==> src/rtl/decimal_entry.sv <==
// ---------------------------------------------------------------------------
// decimal_entry
//
// Operator input path for building a decimal number one digit at a time.
// The operator sets a BCD digit on four switches and presses the digit key.
// Each accepted digit folds into a 32-bit binary accumulator as
// value*10 + digit. A commit key publishes the value with a one-cycle
// strobe, and a clear key empties the entry. The three raw pushbuttons are
// active-low; each is synchronised and debounced inside this block.
//
// Ports
//    clk           system clock, rising edge
//    reset         asynchronous reset, active low
//    digit_sw      BCD digit from switches, sampled only on a digit event
//    key_digit_n   raw pushbutton, active low, appends a digit
//    key_commit_n  raw pushbutton, active low, commits the value
//    key_clear_n   raw pushbutton, active low, clears the entry
//    value         accumulated value, zero-extended binary
//    digit_count   digits accepted in the current entry
//    value_valid   one-cycle pulse when the value is committed
//    entry_active  high while an entry is in progress
//    err           sticky error flag, cleared only by clear or reset
// ---------------------------------------------------------------------------

// ---------------------------------------------------------------------------
// key_debounce
//
// Two-flop synchroniser followed by a stability counter for one active-low
// key. The accepted level only follows the synchronised level after it has
// disagreed for DEBOUNCE_CYCLES consecutive samples. A single-cycle press
// strobe marks each accepted 1->0 transition. Releases produce no strobe.
//
// Ports
//    clk     system clock
//    reset   asynchronous reset, active low
//    key_n   raw active-low key
//    press   one-cycle strobe per debounced press
// ---------------------------------------------------------------------------
module key_debounce #(
   parameter int DEBOUNCE_CYCLES = 50000
) (
   input  logic clk,
   input  logic reset,
   input  logic key_n,
   output logic press
);

   localparam int CW = (DEBOUNCE_CYCLES > 1) ? $clog2(DEBOUNCE_CYCLES) : 1;
   localparam logic [CW-1:0] CNT_MAX = CW'(DEBOUNCE_CYCLES - 1);

   logic          sync1;
   logic          sync2;
   logic          level;
   logic          level_d;
   logic [CW-1:0] cnt;

   // Everything idles at the released level (1), so a key that is already
   // held low when reset is released is still seen as a fresh press.
   // The counter only runs while the synchronised key disagrees with the
   // accepted level; any agreement restarts the stability window, which is
   // what rejects short glitches and contact bounce.
   // The press strobe is registered off the accepted level and its delayed
   // copy, giving one clean pulse one cycle after the level flips.
   always_ff @(posedge clk or negedge reset) begin
      if (!reset) begin
         sync1   <= 1'b1;
         sync2   <= 1'b1;
         level   <= 1'b1;
         level_d <= 1'b1;
         cnt     <= '0;
         press   <= 1'b0;
      end else begin
         sync1   <= key_n;
         sync2   <= sync1;
         level_d <= level;
         press   <= level_d & ~level;
         if (sync2 == level) begin
            cnt <= '0;
         end else if (cnt == CNT_MAX) begin
            level <= sync2;
            cnt   <= '0;
         end else begin
            cnt <= cnt + CW'(1);
         end
      end
   end

endmodule

module decimal_entry #(
   parameter int DEBOUNCE_CYCLES = 50000,
   parameter int MAX_DIGITS      = 4
) (
   input  logic        clk,
   input  logic        reset,
   input  logic [3:0]  digit_sw,
   input  logic        key_digit_n,
   input  logic        key_commit_n,
   input  logic        key_clear_n,
   output logic [31:0] value,
   output logic [3:0]  digit_count,
   output logic        value_valid,
   output logic        entry_active,
   output logic        err
);

   typedef enum logic [1:0] {
      EMPTY     = 2'd0,
      ENTRY     = 2'd1,
      COMMITTED = 2'd2
   } entry_state_t;

   localparam logic [3:0] MAX_COUNT = 4'(MAX_DIGITS);

   entry_state_t state;
   entry_state_t state_next;
   logic [31:0]  value_next;
   logic [3:0]   count_next;
   logic         err_next;
   logic         valid_next;
   logic [31:0]  value_times10;

   logic digit_ev;
   logic commit_ev;
   logic clear_ev;

   key_debounce #(.DEBOUNCE_CYCLES(DEBOUNCE_CYCLES)) u_deb_digit (
      .clk   (clk),
      .reset (reset),
      .key_n (key_digit_n),
      .press (digit_ev)
   );

   key_debounce #(.DEBOUNCE_CYCLES(DEBOUNCE_CYCLES)) u_deb_commit (
      .clk   (clk),
      .reset (reset),
      .key_n (key_commit_n),
      .press (commit_ev)
   );

   key_debounce #(.DEBOUNCE_CYCLES(DEBOUNCE_CYCLES)) u_deb_clear (
      .clk   (clk),
      .reset (reset),
      .key_n (key_clear_n),
      .press (clear_ev)
   );

   // Multiply by ten as shift-and-add; the digit limit keeps the result
   // well inside 32 bits, so no overflow handling is needed.
   assign value_times10 = (value << 3) + (value << 1);

   // Next-state logic. Events are prioritised clear > commit > digit, and a
   // lower-priority event arriving in the same cycle is simply dropped.
   // An out-of-range digit or an overfull entry only raises err and leaves
   // the entry untouched, so the operator can carry on after a mistake.
   always_comb begin
      state_next = state;
      value_next = value;
      count_next = digit_count;
      err_next   = err;
      valid_next = 1'b0;

      if (clear_ev) begin
         state_next = EMPTY;
         value_next = '0;
         count_next = '0;
         err_next   = 1'b0;
      end else if (commit_ev) begin
         case (state)
            ENTRY: begin
               valid_next = 1'b1;
               state_next = COMMITTED;
            end
            EMPTY:   err_next = 1'b1;
            default: ;
         endcase
      end else if (digit_ev) begin
         if (digit_sw > 4'd9) begin
            err_next = 1'b1;
         end else if (state == ENTRY) begin
            if (digit_count < MAX_COUNT) begin
               value_next = value_times10 + {28'd0, digit_sw};
               count_next = digit_count + 4'd1;
            end else begin
               err_next = 1'b1;
            end
         end else begin
            value_next = {28'd0, digit_sw};
            count_next = 4'd1;
            state_next = ENTRY;
         end
      end
   end

   // State and output registers. entry_active is registered from the next
   // state so it always lines up with the state register.
   always_ff @(posedge clk or negedge reset) begin
      if (!reset) begin
         state        <= EMPTY;
         value        <= '0;
         digit_count  <= '0;
         err          <= 1'b0;
         value_valid  <= 1'b0;
         entry_active <= 1'b0;
      end else begin
         state        <= state_next;
         value        <= value_next;
         digit_count  <= count_next;
         err          <= err_next;
         value_valid  <= valid_next;
         entry_active <= (state_next == ENTRY);
      end
   end

endmodule

==> config.mk <==
export PLATFORM = sky130hd
export DESIGN_NAME = decimal_entry
export DESIGN_NICKNAME = d
export VERILOG_FILES = /design/src/rtl/decimal_entry.sv
export SDC_FILE = /design/constraint.sdc
export NUM_CORES = 1
export LEC_CHECK = 0
export BUFFER_PORTS_ARGS = -buffer_cell sky130_fd_sc_hd__clkbuf_2
export CORE_MARGIN = 2
export CORE_UTILIZATION = 65
export CTS_CLUSTER_DIAMETER = 50
export DETAILED_ROUTE_END_ITERATION = 16
export PLACE_DENSITY = 0.85
export SLEW_MARGIN = 20
export SYNTH_ARGS = -nofsm -noshare
export SYNTH_HDL_FRONTEND = slang
export SYNTH_SLANG_ARGS = --single-unit
export TNS_END_PERCENT = 50
==> constraint.sdc <==
create_clock -name clk -period 9.2 [get_ports clk]
set_input_delay 1.84 -clock clk [delete_from_list [all_inputs] [get_ports clk]]
set_output_delay 1.84 -clock clk [all_outputs]
set_load 0.05 [all_outputs]
Word-level counts from Yosys, hierarchy flattened:

Cells that the tools add are included.

* register bits after elaboration: 104
* input bits: 9

* add/subtract/negate cells: 6
* magnitude comparators: 2
* equality and inequality tests: 13
* muxes and demuxes: 34
* bitwise operators: 9
* reduce and logical (&&, ||, !) cells: 9

Operators by type and width (count)
* 32-bit two-way mux: 6
* 16-bit two-way mux: 6
* 16-bit by 1-bit adder with 16-bit output, second input constant: 3
* 16-bit equality test, second input constant: 3
* 32-bit adder: 1
* 32-bit by 4-bit adder with 32-bit output: 1
* 4-bit two-way mux: 6
* 2-bit two-way mux: 6
* 1-bit two-way mux: 10
* 4-bit AND reduction: 2
* 1-bit NOT: 6
* 2-bit AND reduction: 3
* 4-bit by 1-bit adder with 4-bit output, second input constant: 1
* 2-bit by 1-bit equality test with 1-bit output, second input constant: 2
* 4-bit greater-than comparator, second input constant: 1
* 4-bit by 3-bit less-than comparator with 1-bit output, second input constant: 1
* 2-bit by 1-bit != test with 1-bit output, second input constant: 2
* 4-bit by 2-bit != test with 1-bit output, second input constant: 1
* 4-bit nonzero test: 1
* 1-bit AND: 3
* 1-bit equality test: 3
* 3-bit by 1-bit != test with 1-bit output, second input constant: 1
* 3-bit by 2-bit != test with 1-bit output, second input constant: 1
* 3-bit nonzero test: 1
* 2 further kinds: 2

Longest topological paths before layout:

Gate-level depths: netlist of run 1.

* depth in word-level cells: 8
* mapped depth: 12
* gate-level depth less buffers: 12

Modules after synthesis:

A second synthesis of run 1 with hierarchy kept.

* cell total of the unflattened synthesis: 659
* area, all modules: 6448.7 um^2

Modules (own cells, without submodules)
* decimal_entry: times used 1, cells each 392, area an instance 3532.1 um^2, sequential area each 1026.0 um^2
* key_debounce: times used 3, cells each 89, area an instance 972.2 um^2, sequential area each 530.5 um^2

Least setup slack after synthesis of run 1:

No wires, ideal clock.

* path type: input-to-reg
* start: input port digit_sw[3]
* end: register value[30]
* library setup time: 121 ps
* arrival: 4493 ps
* setup slack: 4586 ps
* stages: 12
* path buffers: 0
* cells stage by stage: inv_1 > fa_1 > inv_1 > fa_1 > a21oi_2 > o211a_1 > nor3_1 > o41a_1 > o31a_2 > a41oi_2 > xnor2_1 > a22o_1

* cells in the longest elaborated chain, start to end: 7
* elaborated cells on any way between the ends: 10

Ends and longest elaborated chain
* from (decl): RTL line 96 `input logic [3:0] digit_sw,`
* 32-bit by 4-bit adder with 32-bit output: RTL line 182 `value_next = value_times10 + {28'd0, digit_sw};`
* 32-bit two-way mux: RTL line 181 `if (digit_count < MAX_COUNT) begin`
* 32-bit two-way mux: RTL line 180 `end else if (state == ENTRY) begin`
* 32-bit two-way mux: RTL line 178 `if (digit_sw > 4'd9) begin`
* 32-bit two-way mux: RTL line 177 `end else if (digit_ev) begin`
* 32-bit two-way mux: RTL line 168 `end else if (commit_ev) begin`
* 32-bit two-way mux: RTL line 163 `if (clear_ev) begin`
* to (signal assigned): RTL line 207 `value <= value_next;`
* to (decl): RTL line 100 `output logic [31:0] value,`

Several ways; a longest one is shown, not always the timed one. The select of a mux whose other input is x is not followed.
A chain may end at the register's enable or synchronous reset.

Worst setup path in the final report of run 1:

Ends and elaborated chain as after synthesis.

==> flow_metrics.py, run 1 <==
metrics = {
    "status": {
        "status": "finished clean",
    },
    "sta": {
        "max_freq_ghz": 0.221,
        "drv_slew": 0,
        "report.final.hold_viol_count": 0,
        "setup_violations": 0,
        "finClkSkew_ps": 13.6,
        "rsz0062_at_grt": "no",
        "slew_headroom_pct": 36.4,
        "period_share_pct": 49.2,
        "worst_pin_slew_ps": 949,
        "setup_tns_ps": 0,
        "fin_crit_ps": 4530,
    },
    "synth": {
        "yosysTopAreaCell": "dfrtp_1",
        "synth_cell_types": 54,
        "synth.cell_area_sq_um": 6180,
        "yosys_most_used_dff": "dfrtp_1",
        "syn_area_per_cell_sq_um": 9.91,
        "async_flop_share_pct": 100,
        "synth-seq-cells": 104,
        "synth_top_area_share_pct": 37.2,
        "ys_seq_area_share_pct": 42.3,
        "synthTopCellsByArea": "dfrtp_1 (37%), ha_1 (13%), dfstp_2 (5.1%)",
        "synth_fp_nets": 697,
        "yosysWarnings": 0,
        "synth_edf_count": 0,
        "synthCells": 624,
    },
    "cts": {
        "holdBufCountCts": 0,
        "cts_buffers": 9,
        "cts_post_setup_buffers_inserted": 0,
        "clockRootBuffer": "clkbuf_8",
        "ctsResizeCount": 0,
        "cts.sinks": 104,
        "worstSkewPairLatency_ps": 380,
        "clk_pin_slew_ps": 100,
        "clk_path_buf_depth": 2,
        "cts_tree": "yes",
        "htreeDepth": 3,
    },
    "worst_hold_path": {
        "hold_path_class": "reg -> reg",
        "min_from": "u_deb_clear.sync1$_DFF_PN1_",
        "min_to": "u_deb_clear.sync2$_DFF_PN1_",
        "holdPathStages": 0,
    },
    "drt": {
        "wl_per_cell_um": 15.5,
        "drtIter0Drc": 193,
        "drc": 0,
        "vias": 4816,
        "routed_via_density": 6.00,
        "finalWirelength_um": 12500,
        "postRouteAntennaNets": 0,
        "drt_first_pass_iters": 4,
    },
    "critical_path": {
        "worst_setup_path_end_kind": "flop",
        "reg2reg_slack_ps": 5740,
        "required_ps": 9480,
        "r2r-end": "value[30]$_DFFE_PN0P_",
        "path_class": "in -> reg",
        "max_stage_delay_ps": 480,
        "critPathMaxFanout": 4,
        "arrival_ps": 4810,
        "reg2reg_depth": 12,
        "path_cells": "clkbuf_2 -> inv_1 -> fa_1 -> inv_1 -> fa_1 -> a21oi_2 -> o211a_1 -> nor3_1 -> o41a_1 -> o31a_2 -> a41oi_2 -> xnor2_1 -> a22o_1",
        "slowest_stage": "fa_1",
        "critPathLaunchType": "input pin",
        "rr_startpoint": "value[0]$_DFFE_PN0P_",
    },
    "power": {
        "irDropWorstVdd_uv": 126,
        "p_leak_uw": 0.00342,
        "power_uw": 768,
        "power_density_nw_per_um2": 114,
    },
    "layout": {
        "regArea_sq_um": 2620,
        "fill_cells": 702,
        "multi_input_area_sq_um": 3440,
        "syn2layout_area_growth_pct": 8.64,
        "nets": 742,
        "n_antenna_cell": 0,
        "layout-drive-gt1-share_pct": 14.2,
        "final_cell_area_sq_um": 6720,
    },
    "floorplanning": {
        "ios": 48,
        "die_y_um": 102,
        "initial_core_util_pct": 66.9,
        "die_w_um": 102,
        "die_area_sq_um": 10300,
        "coreArea_sq_um": 9240,
        "num_rows": 35,
    },
    "global_routing": {
        "grt_max_degree": 63,
        "grtUsageTotal_pct": 26.6,
        "overflow": 0,
        "grt_antenna_before_repair": 0,
        "grt_pass1_vias": 4814,
        "grt_pass1_wl_um": 21900,
    },
    "flow_run": {
        "max_cap_violations": 0,
    },
    "placement": {
        "place.gp.congestion": 0.904,
        "dp.final_hpwl_um": 9280,
        "place_area_sq_um": 6520,
        "numPortBuffers": 47,
    },
}
==> cell type report <==
class | instances | share of cell area (%)
clock buffers | 10 | 1.90
clock inverters | 6 | 0.931
inverters | 15 | 0.838
multi-input cells | 490 | 51.2
flip-flops and latches | 104 | 39.0
well taps | 129 | 2.40
repair buffers | 49 | 3.76
==> report_power, final <==
group	switching, uW	internal (uW)	leakage [uW]
clock	173	106	0.0000961
sequential	3.21	463	0.00139
combinational	16.7	6.22	0.00193
total	193	575	0.00342
==> through the flow <==
stage / cells / hold WS (ps) / setup slack [ps] / util (%)
5_1_grt: 803 / 369 / 4530 / 72.7
6_report: 803 / 365 / 4670 / 72.7
3_3_place_gp: 787 / 346 / 4360 / 70.6
2_1_floorplan: 624 / 345 / 4590 / -
3_5_place_dp: 787 / 350 / 4290 / 70.6
4_1_cts: 803 / 365 / 4690 / 72.6
==> sequential cells by signal (all words and copies together) (netlist names), 2 cells and up <==
register / count
u_deb_clear.cnt: 16
digit_count: 4
u_deb_digit.cnt: 16
state: 2
u_deb_commit.cnt: 16
value: 32
==> routing by layer <==
metal  vias to the layer above  share of wire (%)  global-route usage [%]
met2                       106                 49                    44.3
met5                         -                  0                       0
met3                        20                4.2                    4.49
met1                      2349                 44                    35.7
met4                         0                1.8                    8.52
li1                       2341                  -                       -
==> worst max path at each step <==
| stage | start | cells past startpoint | endpoint | slack (ps) |
|---|---|---|---|---|
| floorplan | digit_sw[3] | 12 | value[30]$_DFFE_PN0P_ | 4590 |
| global placement | digit_sw[3] | 13 | value[30]$_DFFE_PN0P_ | 4360 |
| detailed placement | digit_sw[3] | 13 | value[30]$_DFFE_PN0P_ | 4290 |
| CTS | digit_sw[3] | 13 | value[30]$_DFFE_PN0P_ | 4690 |
| global route | digit_sw[3] | 13 | value[30]$_DFFE_PN0P_ | 4530 |
| finish | digit_sw[3] | 13 | value[30]$_DFFE_PN0P_ | 4670 |
==> synthesized netlist by cell type, drive strengths merged (2+ instances only) <==
cell type / n
xnor2: 34
o21ai: 27
nor4: 4
and3: 15
dfstp: 12
nor3: 10
and2: 3
o211ai: 6
or3: 9
xor2: 30
a21oi: 37
a311oi: 2
a31oi: 4
nand2b: 4
ha: 62
and4: 4
o21a: 3
buf: 3
nor2b: 7
nand2: 38
clkbuf: 12
nand3: 21
inv: 15
dfrtp: 92
a22o: 20
a21boi: 3
nor2: 83
or2: 3
o211a: 2
a21o: 16
fa: 2
mux2: 4
a32o: 5
nand4: 16
a211oi: 4
==> kinds of logic after synthesis <==
family | count (synthesis) | synth area share (%)
compound gates | 138 | 15.3
mux | 5 | 0.890
flops | 104 | 42.3
xor+xnor | 64 | 9.06
simple gates | 219 | 16.9
fa+ha+maj | 64 | 13.2
buf+inv | 30 | 2.35
==> placed cells by master, fill, tap and decap left out, types with 7 or more instances in the layout <==
cell type,Yosys,final
a21o_1,14,14
a21oi_1,35,35
a22o_1,20,20
and3_1,15,15
clkbuf_2,0,46
clkbuf_8,1,9
dfrtp_1,92,92
dfstp_2,12,12
ha_1,62,62
inv_1,15,15
nand2_1,38,38
nand3_1,21,21
nand4_1,16,16
nor2_1,83,81
nor2b_1,7,7
nor3_1,10,9
o21ai_0,26,26
or3_1,8,8
xnor2_1,34,34
xor2_1,30,30
==> critical path, delay by kind of cell <==
kind | cells | cell delay (ps)
xor gates and xnor gates | 1 | 80
adders and majority gates | 2 | 950
and+or+nand+nor | 1 | 70
AOI/OAI and AO/OA | 6 | 1610
buffers and inverters | 3 | 250
(Power assumes the default switching activity.)
==> run 2, diff against run 1 <==
--- a/config.mk
+++ b/config.mk
@@ -7,10 +7,10 @@
 export LEC_CHECK = 0
 export BUFFER_PORTS_ARGS = -buffer_cell sky130_fd_sc_hd__clkbuf_2
 export CORE_MARGIN = 2
-export CORE_UTILIZATION = 65
+export CORE_UTILIZATION = 55
 export CTS_CLUSTER_DIAMETER = 50
 export DETAILED_ROUTE_END_ITERATION = 16
-export PLACE_DENSITY = 0.85
+export PLACE_DENSITY = 0.77
 export SLEW_MARGIN = 20
 export SYNTH_ARGS = -nofsm -noshare
 export SYNTH_HDL_FRONTEND = slang
==> constraint.sdc (replaced) <==
create_clock -name clk -period 4 [get_ports clk]
set_input_delay 0.8 -clock clk [delete_from_list [all_inputs] [get_ports clk]]
set_output_delay 0.8 -clock clk [all_outputs]
set_load 0.05 [all_outputs]
==> run 2 against run 1 <==
  * Clock skew up 4.9 ps
  * First-iteration DRC count up 51%
  * Core utilization down 11 points
  * Critical endpoint unchanged
==> flow_metrics.py, run 2 (synthesis gave the netlist of run 1 again) <==
metrics = {
    "status": {
        "status": "finished clean",
    },
    "drt": {
        "drt_first_pass_iters": 4,
        "finalWirelength_um": 12800,
        "wl_per_cell_um": 15.7,
        "postRouteAntennaNets": 0,
        "drc": 0,
        "drtIter0Drc": 291,
        "vias": 4798,
        "routed_via_density": 5.87,
    },
    "cts": {
        "clk_pin_slew_ps": 100,
        "cts_buffers": 9,
        "worstSkewPairLatency_ps": 390,
        "cts_tree": "yes",
        "holdBufCountCts": 0,
        "htreeDepth": 3,
        "clk_path_buf_depth": 2,
        "cts_post_setup_buffers_inserted": 0,
        "cts.sinks": 104,
        "clockRootBuffer": "clkbuf_8",
        "ctsResizeCount": 0,
    },
    "layout": {
        "final_cell_area_sq_um": 6740,
        "final_cell_mix": "dfrtp_1 (92), nor2_1 (81), ha_1 (62)",
        "layout_commonest_cell": "dfrtp_1",
        "fin_util_pct": 61.9,
        "largest-register": "value",
        "nets": 745,
        "layout-drive-gt1-share_pct": 14.8,
        "fill_cells": 891,
        "largest_reg_flops": 32,
        "syn2layout_area_growth_pct": 9.02,
        "n_antenna_cell": 0,
    },
    "global_routing": {
        "grt_pass1_wl_um": 22300,
        "grt_max_degree": 67,
        "grt_antenna_before_repair": 0,
        "grt_pass1_vias": 4872,
        "grtUsageTotal_pct": 23.3,
        "overflow": 0,
    },
    "power": {
        "power_uw": 1750,
        "power_density_nw_per_um2": 260,
        "irDropWorstVdd_uv": 245,
        "p_leak_uw": 0.00343,
    },
    "placement": {
        "numPortBuffers": 47,
        "place.gp.congestion": 0.866,
        "place_area_sq_um": 6560,
        "dp.final_hpwl_um": 9450,
    },
    "sta": {
        "setup_violations": 0,
        "setup_tns_ps": 0,
        "period_share_pct": 88.3,
        "hold_ws_ps": 360,
        "slew_headroom_pct": 45.4,
        "worst_pin_slew_ps": 819,
        "fin_crit_ps": 3530,
        "report.final.hold_viol_count": 0,
        "rsz0062_at_grt": "no",
        "finClkSkew_ps": 18.5,
        "max_freq_ghz": 0.283,
        "drv_slew": 0,
    },
    "critical_path": {
        "worst_setup_path_end_kind": "flop",
        "startpoint": "digit_sw[3]",
        "required_ps": 4280,
        "path_class": "in -> reg",
        "rr_startpoint": "value[0]$_DFFE_PN0P_",
        "critPathLaunchType": "input pin",
        "critPathMaxFanout": 4,
        "arrival_ps": 3810,
    },
    "flow_run": {
        "max_cap_violations": 0,
    },
    "floorplanning": {
        "ios": 48,
        "die_w_um": 110,
        "die_y_um": 110,
        "num_rows": 38,
        "die_area_sq_um": 12100,
        "initial_core_util_pct": 56.8,
        "coreArea_sq_um": 10900,
    },
    "worst_hold_path": {
        "hold_path_class": "reg -> reg",
        "min_from": "u_deb_commit.sync1$_DFF_PN1_",
    },
}
-- run 2: power by group --
group / leakage (uW) / total, uW / switching, uW / internal (uW)
Combinational: 0.00195 / 53.6 / 38.7 / 14.9
Sequential: 0.00139 / 1070 / 7.58 / 1060
Clock: 0.0000845 / 626 / 381 / 244
Total: 0.00343 / 1750 / 428 / 1320
-- run 2: through the flow --
step | instances | worst slack, ps
5_1_grt | 817 | 273
4_1_cts | 817 | 476
2_1_floorplan | 624 | 426
3_5_place_dp | 801 | 77.1
3_3_place_gp | 801 | 162
6_report | 817 | 467
-- run 2: path summary, 6_finish.rpt --
check | slack, ps | cells after the start | endpoint
max in group asynchronous | 2610 | 2 | u_deb_clear.sync1$_DFF_PN1_
hold reg to reg | 360 | 0 | u_deb_commit.sync2$_DFF_PN1_
setup / recovery | 470 | 13 | value[30]$_DFFE_PN0P_
setup reg to reg | 480 | 12 | value[30]$_DFFE_PN0P_
hold / removal | 360 | 0 | u_deb_commit.sync2$_DFF_PN1_
min in group asynchronous | 490 | 1 | value[16]$_DFFE_PN0P_
-- run 2: final cells by class --
cell class	count	area [sq um]	share of cell area, %
clock buffer	10	138	2.04
clock inverter	6	45.0	0.668
inverter	15	56.3	0.835
multi-input combinational	490	3440	51.0
sequential	104	2620	38.8
tap	140	175	2.60
timing repair buffer	52	275	4.08
-- run 2: critical path, cell delays in order --
cell and delay [ps]:
clkbuf_2 90, inv_1 60, fa_1 480, inv_1 70
fa_1 470, a21oi_2 210, o211a_1 260, nor3_1 90
o41a_1 420, o31a_2 380, a41oi_2 200, xnor2_1 90
a22o_1 190
-- run 2: routing by layer --
layer  track usage, %  routed length, um  vias to the layer above
met5                0                  0                        -
met4             9.86                261                        0
met3             4.29                487                       28
met2             39.7               6240                      103
met1             29.0               5810                     2328
li1                 -                  -                     2339
